--- src/rtl/calc_div.sv ---
// Sequential unsigned restoring divider: WIDTH-bit X / Y -> Q, R via shift-and-subtract.
// Optional macro CALC_DIV_ZERO_DETECT_EN: Y=0 short-circuits to DONE with DZ=1.
module calc_div #(
  parameter int WIDTH = 4
) (
  input  logic             clk,
  input  logic             rst_n,
  input  logic             START,
  input  logic [WIDTH-1:0] X,
  input  logic [WIDTH-1:0] Y,
  output logic [WIDTH-1:0] Q,
  output logic [WIDTH-1:0] R,
  output logic             BUSY,
  output logic             DONE,
  output logic             DZ,
  output logic [1:0]       state_dbg
);

  localparam int CW = $clog2(WIDTH + 1);

  typedef enum logic [1:0] {
    ST_IDLE = 2'd0,
    ST_RUN  = 2'd1,
    ST_DONE = 2'd2
  } state_t;

  // Handshake: START is sampled only in ST_IDLE/ST_DONE; DONE pulses one cycle
  // when Q/R/DZ change, and BUSY covers every cycle spent in ST_RUN.
  state_t           state;
  logic [WIDTH-1:0] dvd;
  logic [WIDTH-1:0] dvs;
  logic [WIDTH:0]   p;
  logic [WIDTH-1:0] quo;
  logic [CW-1:0]    cnt;
  logic [WIDTH:0]   p_sh;
  logic [WIDTH:0]   t;

  assign state_dbg = state;

  // Trial subtraction as addition of the two's complement of {0,Y}.
  always_comb begin
    p_sh = {p[WIDTH-1:0], dvd[WIDTH-1]};
    t    = p_sh + (~{1'b0, dvs} + {{WIDTH{1'b0}}, 1'b1});
  end

`ifdef CALC_DIV_ZERO_DETECT_EN
  logic dz_flag;
`else
  assign DZ = 1'b0;
`endif

  always_ff @(posedge clk or negedge rst_n) begin
    if (!rst_n) begin
      state <= ST_IDLE;
      dvd   <= '0;
      dvs   <= '0;
      p     <= '0;
      quo   <= '0;
      cnt   <= '0;
      Q     <= '0;
      R     <= '0;
      BUSY  <= 1'b0;
      DONE  <= 1'b0;
`ifdef CALC_DIV_ZERO_DETECT_EN
      dz_flag <= 1'b0;
      DZ      <= 1'b0;
`endif
    end else begin
      DONE <= 1'b0;
      case (state)
        ST_IDLE, ST_DONE: begin
          if (START) begin
            dvd   <= X;
            dvs   <= Y;
            p     <= '0;
            quo   <= '0;
            cnt   <= '0;
            BUSY  <= 1'b1;
            state <= ST_RUN;
`ifdef CALC_DIV_ZERO_DETECT_EN
            dz_flag <= (Y == '0);
            // Preload the final answer and jump the counter to the finish step.
            if (Y == '0) begin
              p   <= {1'b0, X};
              quo <= '1;
              cnt <= CW'(WIDTH);
            end
`endif
          end else begin
            state <= ST_IDLE;
          end
        end
        ST_RUN: begin
          if (cnt == CW'(WIDTH)) begin
            Q     <= quo;
            R     <= p[WIDTH-1:0];
            DONE  <= 1'b1;
            BUSY  <= 1'b0;
            state <= ST_DONE;
`ifdef CALC_DIV_ZERO_DETECT_EN
            DZ    <= dz_flag;
`endif
          end else begin
            dvd <= {dvd[WIDTH-2:0], 1'b0};
            cnt <= cnt + CW'(1);
            if (!t[WIDTH]) begin
              p   <= t;
              quo <= {quo[WIDTH-2:0], 1'b1};
            end else begin
              p   <= p_sh;
              quo <= {quo[WIDTH-2:0], 1'b0};
            end
          end
        end
        default: begin
          state <= ST_IDLE;
          BUSY  <= 1'b0;
        end
      endcase
    end
  end

endmodule

--- config.mk ---
export PLATFORM = sky130hd
export DESIGN_NAME = calc_div
export DESIGN_NICKNAME = d
export VERILOG_FILES = /design/src/rtl/calc_div.sv
export SDC_FILE = /design/constraint.sdc
export NUM_CORES = 1
export LEC_CHECK = 0
export BUFFER_PORTS_ARGS = -buffer_cell sky130_fd_sc_hd__buf_2
export CAP_MARGIN = 20
export CORE_UTILIZATION = 30
export CTS_CLUSTER_SIZE = 30
export DETAILED_ROUTE_END_ITERATION = 8
export PLACE_DENSITY = 0.51
export SETUP_SLACK_MARGIN = 0.4
export SLEW_MARGIN = 20
export SYNTH_ARGS = -nofsm -noshare
export SYNTH_HDL_FRONTEND = slang
export SYNTH_SLANG_ARGS = --single-unit
--- constraint.sdc ---
create_clock -name clk -period 2.41 [get_ports clk]
set_input_delay 0.241 -clock clk [delete_from_list [all_inputs] [get_ports clk]]
set_output_delay 0.241 -clock clk [all_outputs]
set_load 0.05 [all_outputs]
# After elaboration in Yosys (flattened, before gate mapping)

Cells that the tools add are included.

Add/sub/neg operators: 3
Equal/unequal tests: 6
Muxes and demuxes: 22
Bitwise operators: 1
Reductions and logical operators: 7

Operators by type and width:

| cell                | number |
|---|---|
| $mux 4              | 7 |
| $pmux 4 s2          | 3 |
| $mux 1              | 6 |
| $mux 3              | 2 |
| $ne 2x2->1 const B  | 3 |
| $pmux 3 s2          | 1 |
| $reduce_and 2->1    | 3 |
| $add 5x1->5 const B | 1 |
| $add 5x5->5         | 1 |
| $not 4->5           | 1 |
| $pmux 2 s2          | 1 |
| $add 3x1->3 const B | 1 |
| $eq 3x3->1 const B  | 1 |
| $reduce_and 3->1    | 1 |
| $eq 2x1->1 const B  | 1 |
| $eq 2x2->1 const B  | 1 |
| $logic_not 2->1     | 1 |
| $mux 2              | 1 |
| $pmux 1 s2          | 1 |
| $reduce_bool 2->1   | 1 |
| $reduce_or 2->1     | 1 |

Register bits after elaboration: 31
Input port bits: 11

# Longest topological paths before layout

Gate-level depths: netlist of the first run.

Depth after elaboration: 6
Depth in mapped cells: 8
Mapped depth without buffers: 8

# Worst setup path after synthesis of the first run

No wires, ideal clock.

Kind: reg-to-reg
Start point: register dvd[3]
End point: register p[1]
Arrival: 1763 ps
Required time: 2286 ps
Slack: 523 ps
Stages on the path, launching flop included: 9
Buffers on the path: 0
Period minus slack after synthesis: 1887 ps
Cells stage by stage: dfrtp_1 -> inv_1 -> ha_1 -> inv_1 -> fa_1 -> a211o_1 -> o21ai_0 -> a211oi_1 -> a211o_1

Word-level cells in the longest chain between the ends: 4

Ends and longest elaborated chain:

| what                   | line | text |
|---|---|---|
| from (decl)            | 30   | `logic [WIDTH-1:0] dvd;` |
| from (signal assigned) | 104  | `dvd <= {dvd[WIDTH-2:0], 1'b0};` |
| $add 5x5->5            | 43   | `t = p_sh + (~{1'b0, dvs} + {{WIDTH{1'b0}}, 1'b1});` |
| $mux 4                 | 106  | `if (!t[WIDTH]) begin` |
| $mux 4                 | 94   | `if (cnt == CW'(WIDTH)) begin` |
| $pmux 4 s2             | 70   | `case (state)` |
| to (signal assigned)   | 107  | `p <= t;` |
| to (signal assigned)   | 110  | `p <= p_sh;` |
| to (decl)              | 32   | `logic [WIDTH:0] p;` |

Every way passes these cells. The select of a mux whose other input is x is not followed.
A chain may end at the register's enable or synchronous reset.

# Worst setup path in the final report of the first run

Start point: register dvd[3]
End point: register p[3]

Same word-level chain as after synthesis.

==> flow_summary.yaml, run 1 <==
clocking:
  root_buffer: "clkbuf_8"
  cts_tree: "yes"
  clk_pin_slew_ns: 0.07
  clockBufferDepth: 2
  cts.sinks: 31
  cts_setup_buffers: 0
  cts-htree-levels: 2
  clk_latency_ns: 0.28
  cts_inserted_buffers: 5
grt:
  antenna_found_initial: 0
  met3_usage_pct: 3.70
  grt_util_met2_pct: 21.0
  grt_pass1_vias: 1129
  grt_pass1_wl_mm: 5.35
  grt_overflow: 0
  busiest_layer: "met2"
  use_met1_pct: 17.7
  grt_max_degree: 32
  grt.total_usage_pct: 13.3
placed_design:
  postPlaceCellArea_sq_um: 1720
  dp_hpwl_mm: 2.24
  globalplace.congestion: 0.852
  port_buffers: 22
synthesis:
  synthArstFlopShare_pct: 100
  ys_seq_area_share_pct: 50.5
  synth_area_per_cell_sq_um: 9.25
  synthesis.nets: 184
  synth.distinct_cells: 38
  synth_warnings: 0
  synthTopCellsByArea: "dfrtp_1 51%, nand2_1 13%, ha_1 4.9%"
  synth-edff-count: 0
  synth.top_cell.area_share_pct: 50.5
  syn_inst: 166
  ys_ff_latch: 31
  synth_flop_cell: "dfrtp_1"
  yosys.area.top_type: "dfrtp_1"
  syn_area_sq_um: 1540
final_layout:
  diodes: 0
  nets: 211
  fin_util_pct: 38.7
  drive_above_1_share_pct: 25.3
  design_area_sq_um: 1870
  syn_to_final_growth_pct: 21.5
status:
  status: "finished with violations"
  violations: "hold timing"
route:
  drt_iter0_drc: 83
  wl_mm: 3.24
  drtAntennaViolNets: 0
  vias: 1174
  drtPass1Iterations: 4
  wire_per_inst_um: 12.4
  drc: 0
  vias_per_cell: 4.50
worst_setup_path:
  r2r_slack_ns: 0.48
  crit_chain: "inv_2 -> ha_4 -> inv_2 -> fa_2 -> a211o_1 -> a221oi_2 -> nand4b_1 -> o211ai_1"
  critPathRequiredTime_ns: 2.62
  crit_fanout: 3
  worstSetupPathType: "register to register"
  arrival_ns: 2.13
  reg2reg_from: "dvd[3]"
  r2r-end: "p[3]"
  slowest_stage: "dfrtp_1"
  cp_num_buf_inv: 2
  start_kind: "register"
  critPathMostFrequentCell: "inv_2"
  endpoint_kind: "register"
  critPathTopFamily: "compound AO/OA/AOI/OAI gates"
  rr_worst_depth: 8
  critPathMaxStageDelay_ns: 0.38
pwr:
  report.power.total_w: 0.00316
  vdd_drop_max_uv: 691
  p_leak_nw: 0.937
  power.density_nw_per_um2: 1690
sta:
  tightest_slew_ns: 0.695
  rsz0062_at_grt: "yes"
  fin_crit_ns: 1.93
  fin_crit_sh_pct: 79.9
  relSlewSlack_pct: 53.6
  setup-tns-final_ns: 0
  hold_viol_final: 4
  skew_ns: 0.00700
  slew_violations: 0
  max_freq_mhz: 519
  setup_viol: 0
  worst_hold_slack_ns: -0.00237
floorplan:
  die_h_um: 73.5
  coreArea_sq_um: 4820
  io_pins: 24
  die_area_sq_um: 5410
  initial_core_util_pct: 31.9
  rows: 25
  die_x_um: 73.5
job:
  cap_violations: 0
worst_hold_path:
  hold_path.class: "input pin to async pin"
area by class of cell:
cell class	count	area, sq um
fillers	523	2950
flip-flops and latches	31	776
multi-input cells	119	718
repair buffers	24	125
well taps	67	83.8
clock buffers	6	82.6
inverters	12	45.0
clock inverters	2	35.0
report_power, final:
part           leakage [nW]  total, W  switching [W]  internal [W]
logic                 0.483   0.00172        0.00109      0.000628
registers             0.393  0.000914       0.000164      0.000750
clock network        0.0612  0.000530       0.000195      0.000334
total                 0.937   0.00316        0.00145       0.00171
Yosys cell counts (3+ instances only):
cell type   n
ha_1        6
dfrtp_1    31
o21ai_1     8
inv_1       9
nor2_1      7
inv_2       3
buf_2       3
a21oi_1     4
nand2_1    54
nand3_1     7
o211ai_1    3
registers in the layout, summed over array words and instances (netlist names), 2 cells and up:
name and count:
state_dbg 2, p 4, dvd 4, R 4, cnt 3, dvs 4
quo 4, Q 4
metal layers:
layer  wire length, um  up-vias
met5                 0        -
met4                44        0
met3               129        6
met2              1460       30
met1              1600      535
li1                  -      603
stage by stage:
stage                     hold slack [ns]  std cells  worst slack [ns]
after floorplan                   -0.0546        166             0.523
after global placement              0.342        253             0.433
after global routing               0.0504        261             0.382
final                            -0.00237        261             0.484
after CTS                          0.0324        261             0.458
after detailed placement            0.343        253             0.393
cells by family (layout without fill, tap and decap cells):
family	Yosys count	count (layout)	synth area share [%]
buf+inv	16	44	4.40
flops	31	31	50.5
fa+ha+maj	7	7	6.19
compound gates	31	31	15.3
simple gates	77	77	21.5
other cells	1	1	0.244
xor+xnor	2	2	1.14
mux	1	1	0.652
worst max-delay path by stage:
stage,cells past startpoint,from,endpoint
3_5_place_dp,8,dvd[3],p[1]
6_report,8,dvd[3],p[3]
3_3_place_gp,8,dvd[3],p[1]
4_1_cts,8,dvd[3],p[1]
2_1_floorplan,8,dvd[3],p[1]
5_1_grt,8,dvd[3],p[3]
worst reg2reg max path, cell delays in order (launching register included):
cell and delay [ns]:
dfrtp_1 0.38, inv_2 0.10, ha_4 0.14, inv_2 0.03, fa_2 0.37, a211o_1 0.33, a221oi_2 0.27, nand4b_1 0.13
o211ai_1 0.09
cells in the final DEF (no fill, tap or decap), types with 2 or more instances in the layout:
cell	synthesis	routed
inv_2	3	5
dfrtp_1	31	31
clkbuf_8	0	6
nand2_1	54	54
a211oi_1	2	2
inv_1	9	7
a211o_1	2	2
buf_4	1	2
buf_2	3	22
o211ai_1	3	3
nor2_1	7	7
nand3_1	7	7
o21ai_2	1	2
a21oi_1	4	4
nand2b_1	2	2
o21ai_1	8	8
ha_1	6	5
a22oi_1	2	2
repair_timing:
| item | 4_1_cts | 5_1_grt |
|---|---|---|
| cloned | 0 | 0 |
| endpoints found under the setup margin | 2 | 3 |
| hold buffers | 0 | 0 |
| resized for setup | 1 | 7 |
| pin swaps | 0 | 2 |
No activity file was read; power rests on OpenSTA's default activity.
==> run 2: changes to the inputs <==
==> constraint.sdc (replaced) <==
create_clock -name clk -period 1.8 [get_ports clk]
set_input_delay 0.18 -clock clk [delete_from_list [all_inputs] [get_ports clk]]
set_output_delay 0.18 -clock clk [all_outputs]
set_load 0.05 [all_outputs]
==> flow_summary.yaml, run 2 (synthesized netlist as in run 1, its figures left out) <==
worst_setup_path:
  r2r_slack_ns: -0.07
  worstSetupPathType: "register to register"
  arrival_ns: 2.04
  crit_fanout: 3
  endpoint_kind: "register"
  r2r-end: "p[1]"
  reg2reg_from: "dvd[3]"
  critPathRequiredTime_ns: 1.97
  start_kind: "register"
  rr_worst_depth: 8
clocking:
  cts_inserted_buffers: 5
  cts-htree-levels: 2
  cts.sinks: 31
  clockBufferDepth: 2
  cts_tree: "yes"
  clk_pin_slew_ns: 0.06
  root_buffer: "clkbuf_8"
  clk_latency_ns: 0.28
sta:
  skew_ns: 0.00238
  fin_crit_sh_pct: 104
  slew_violations: 0
  max_freq_mhz: 535
  setup_viol: 3
  postLayoutSetupSlackWorst_ns: -0.0698
  relSlewSlack_pct: 54.4
  tightest_slew_ns: 0.684
  hold_viol_final: 0
  fin_crit_ns: 1.87
  rsz0062_at_grt: "yes"
floorplan:
  coreArea_sq_um: 4820
  initial_core_util_pct: 31.9
  die_area_sq_um: 5410
  io_pins: 24
  rows: 25
  die_h_um: 73.5
  die_x_um: 73.5
route:
  route.met2.wl_mm: 1.53
  drt_iter0_drc: 92
  wire_per_inst_um: 11.7
  routed.top_layer: "met4"
  met3_length_um: 128
  drtPass1Iterations: 4
  drc: 0
  vias: 1259
  drtAntennaViolNets: 0
  wl_mm: 3.24
  wl_met1_mm: 1.57
  vias_per_cell: 4.55
final_layout:
  syn_to_final_growth_pct: 29.7
  multi_input_area_sq_um: 722
  drive_above_1_share_pct: 31.4
  nets: 227
  diodes: 0
  layout_common_cells: "53 x nand2_1, 29 x dfrtp_1, 22 x buf_2"
  fin_util_pct: 41.4
  n_fill_cell: 511
  layout_commonest_cell: "nand2_1"
  final-seq-area_sq_um: 778
pwr:
  report.power.total_w: 0.00443
  power.density_nw_per_um2: 2220
  vdd_drop_max_uv: 810
  p_leak_nw: 1.00
worst_hold_path:
  hold_path.class: "input pin to register"
  hold_start: "Y[0]"
  hold_depth: 3
  holdPathEnd: "dvs[0]"
placed_design:
  globalplace.congestion: 0.786
  dp_hpwl_mm: 2.39
  port_buffers: 22
grt:
  grt_max_degree: 32
  grt_overflow: 0
  antenna_found_initial: 0
  grt.total_usage_pct: 14.1
  grt_pass1_wl_mm: 5.75
  grt_pass1_vias: 1249
job:
  cap_violations: 0
status:
  status: "finished with violations"
  violations: "setup timing"
==> run 2: how the worst max path moves through the flow <==
stage / start / endpoint / slack (ns)
detailed placement: dvd[3] / p[1] / -0.08
finish: dvd[3] / p[1] / -0.07
CTS: dvd[3] / p[1] / -0.07
global route: dvd[3] / p[2] / -0.20
global placement: dvd[3] / p[1] / -0.04
floorplan: dvd[3] / p[1] / 0.006
==> run 2: through the flow <==
stage	setup slack [ns]	area (sq um)	hold WS (ns)	TNS [ns]	std cells
6_report	-0.0698	1990	0.0924	-0.185	277
5_1_grt	-0.202	1990	0.107	-0.696	277
4_1_cts	-0.0653	1960	0.0924	-0.170	275
3_5_place_dp	-0.0773	1810	0.283	-0.166	263
3_3_place_gp	-0.0418	1810	0.280	-0.100	263
2_1_floorplan	0.00628	1550	-0.116	0	166
==> run 2: area by class of cell <==
| cell class | instances | share of cell area (%) |
|---|---|---|
| repair buffers | 40 | 13.1 |
| multi-input cells | 119 | 36.2 |
| clock buffers | 8 | 5.03 |
| flip-flops and latches | 31 | 39.1 |
| inverters | 12 | 2.39 |
| well taps | 67 | 4.21 |
==> run 2: repair_timing <==
| action | 4_1_cts | 5_1_grt |
|---|---|---|
| endpoints found under the setup margin | 10 | 21 |
| pin swaps | 1 | 0 |
| hold buffers | 1 | 0 |
| endpoints found under the hold margin | 31 | 0 |
| resized for setup | 2 | 3 |
| buffers inserted | 3 | 2 |
==> run 2: report_power, final <==
| group | switching (W) | leakage (nW) | internal [W] |
|---|---|---|---|
| Clock | 0.000251 | 0.0515 | 0.000349 |
| Combinational | 0.00152 | 0.560 | 0.00110 |
| Sequential | 0.000200 | 0.391 | 0.00101 |
==> run 2: worst max-delay path, stage by stage, from the launching register on <==
cell	delay (ns)
dfrtp_1	0.39
inv_2	0.08
ha_4	0.13
inv_2	0.03
fa_2	0.35
a211o_1	0.32
o21ai_1	0.13
a211oi_1	0.07
a211o_1	0.26
==> run 2: routing by layer <==
metal,up-vias,global-route usage (%)
li1,639,-
met1,592,18.5
met2,26,22.5
met3,2,4.94
met4,0,3.21
met5,-,0
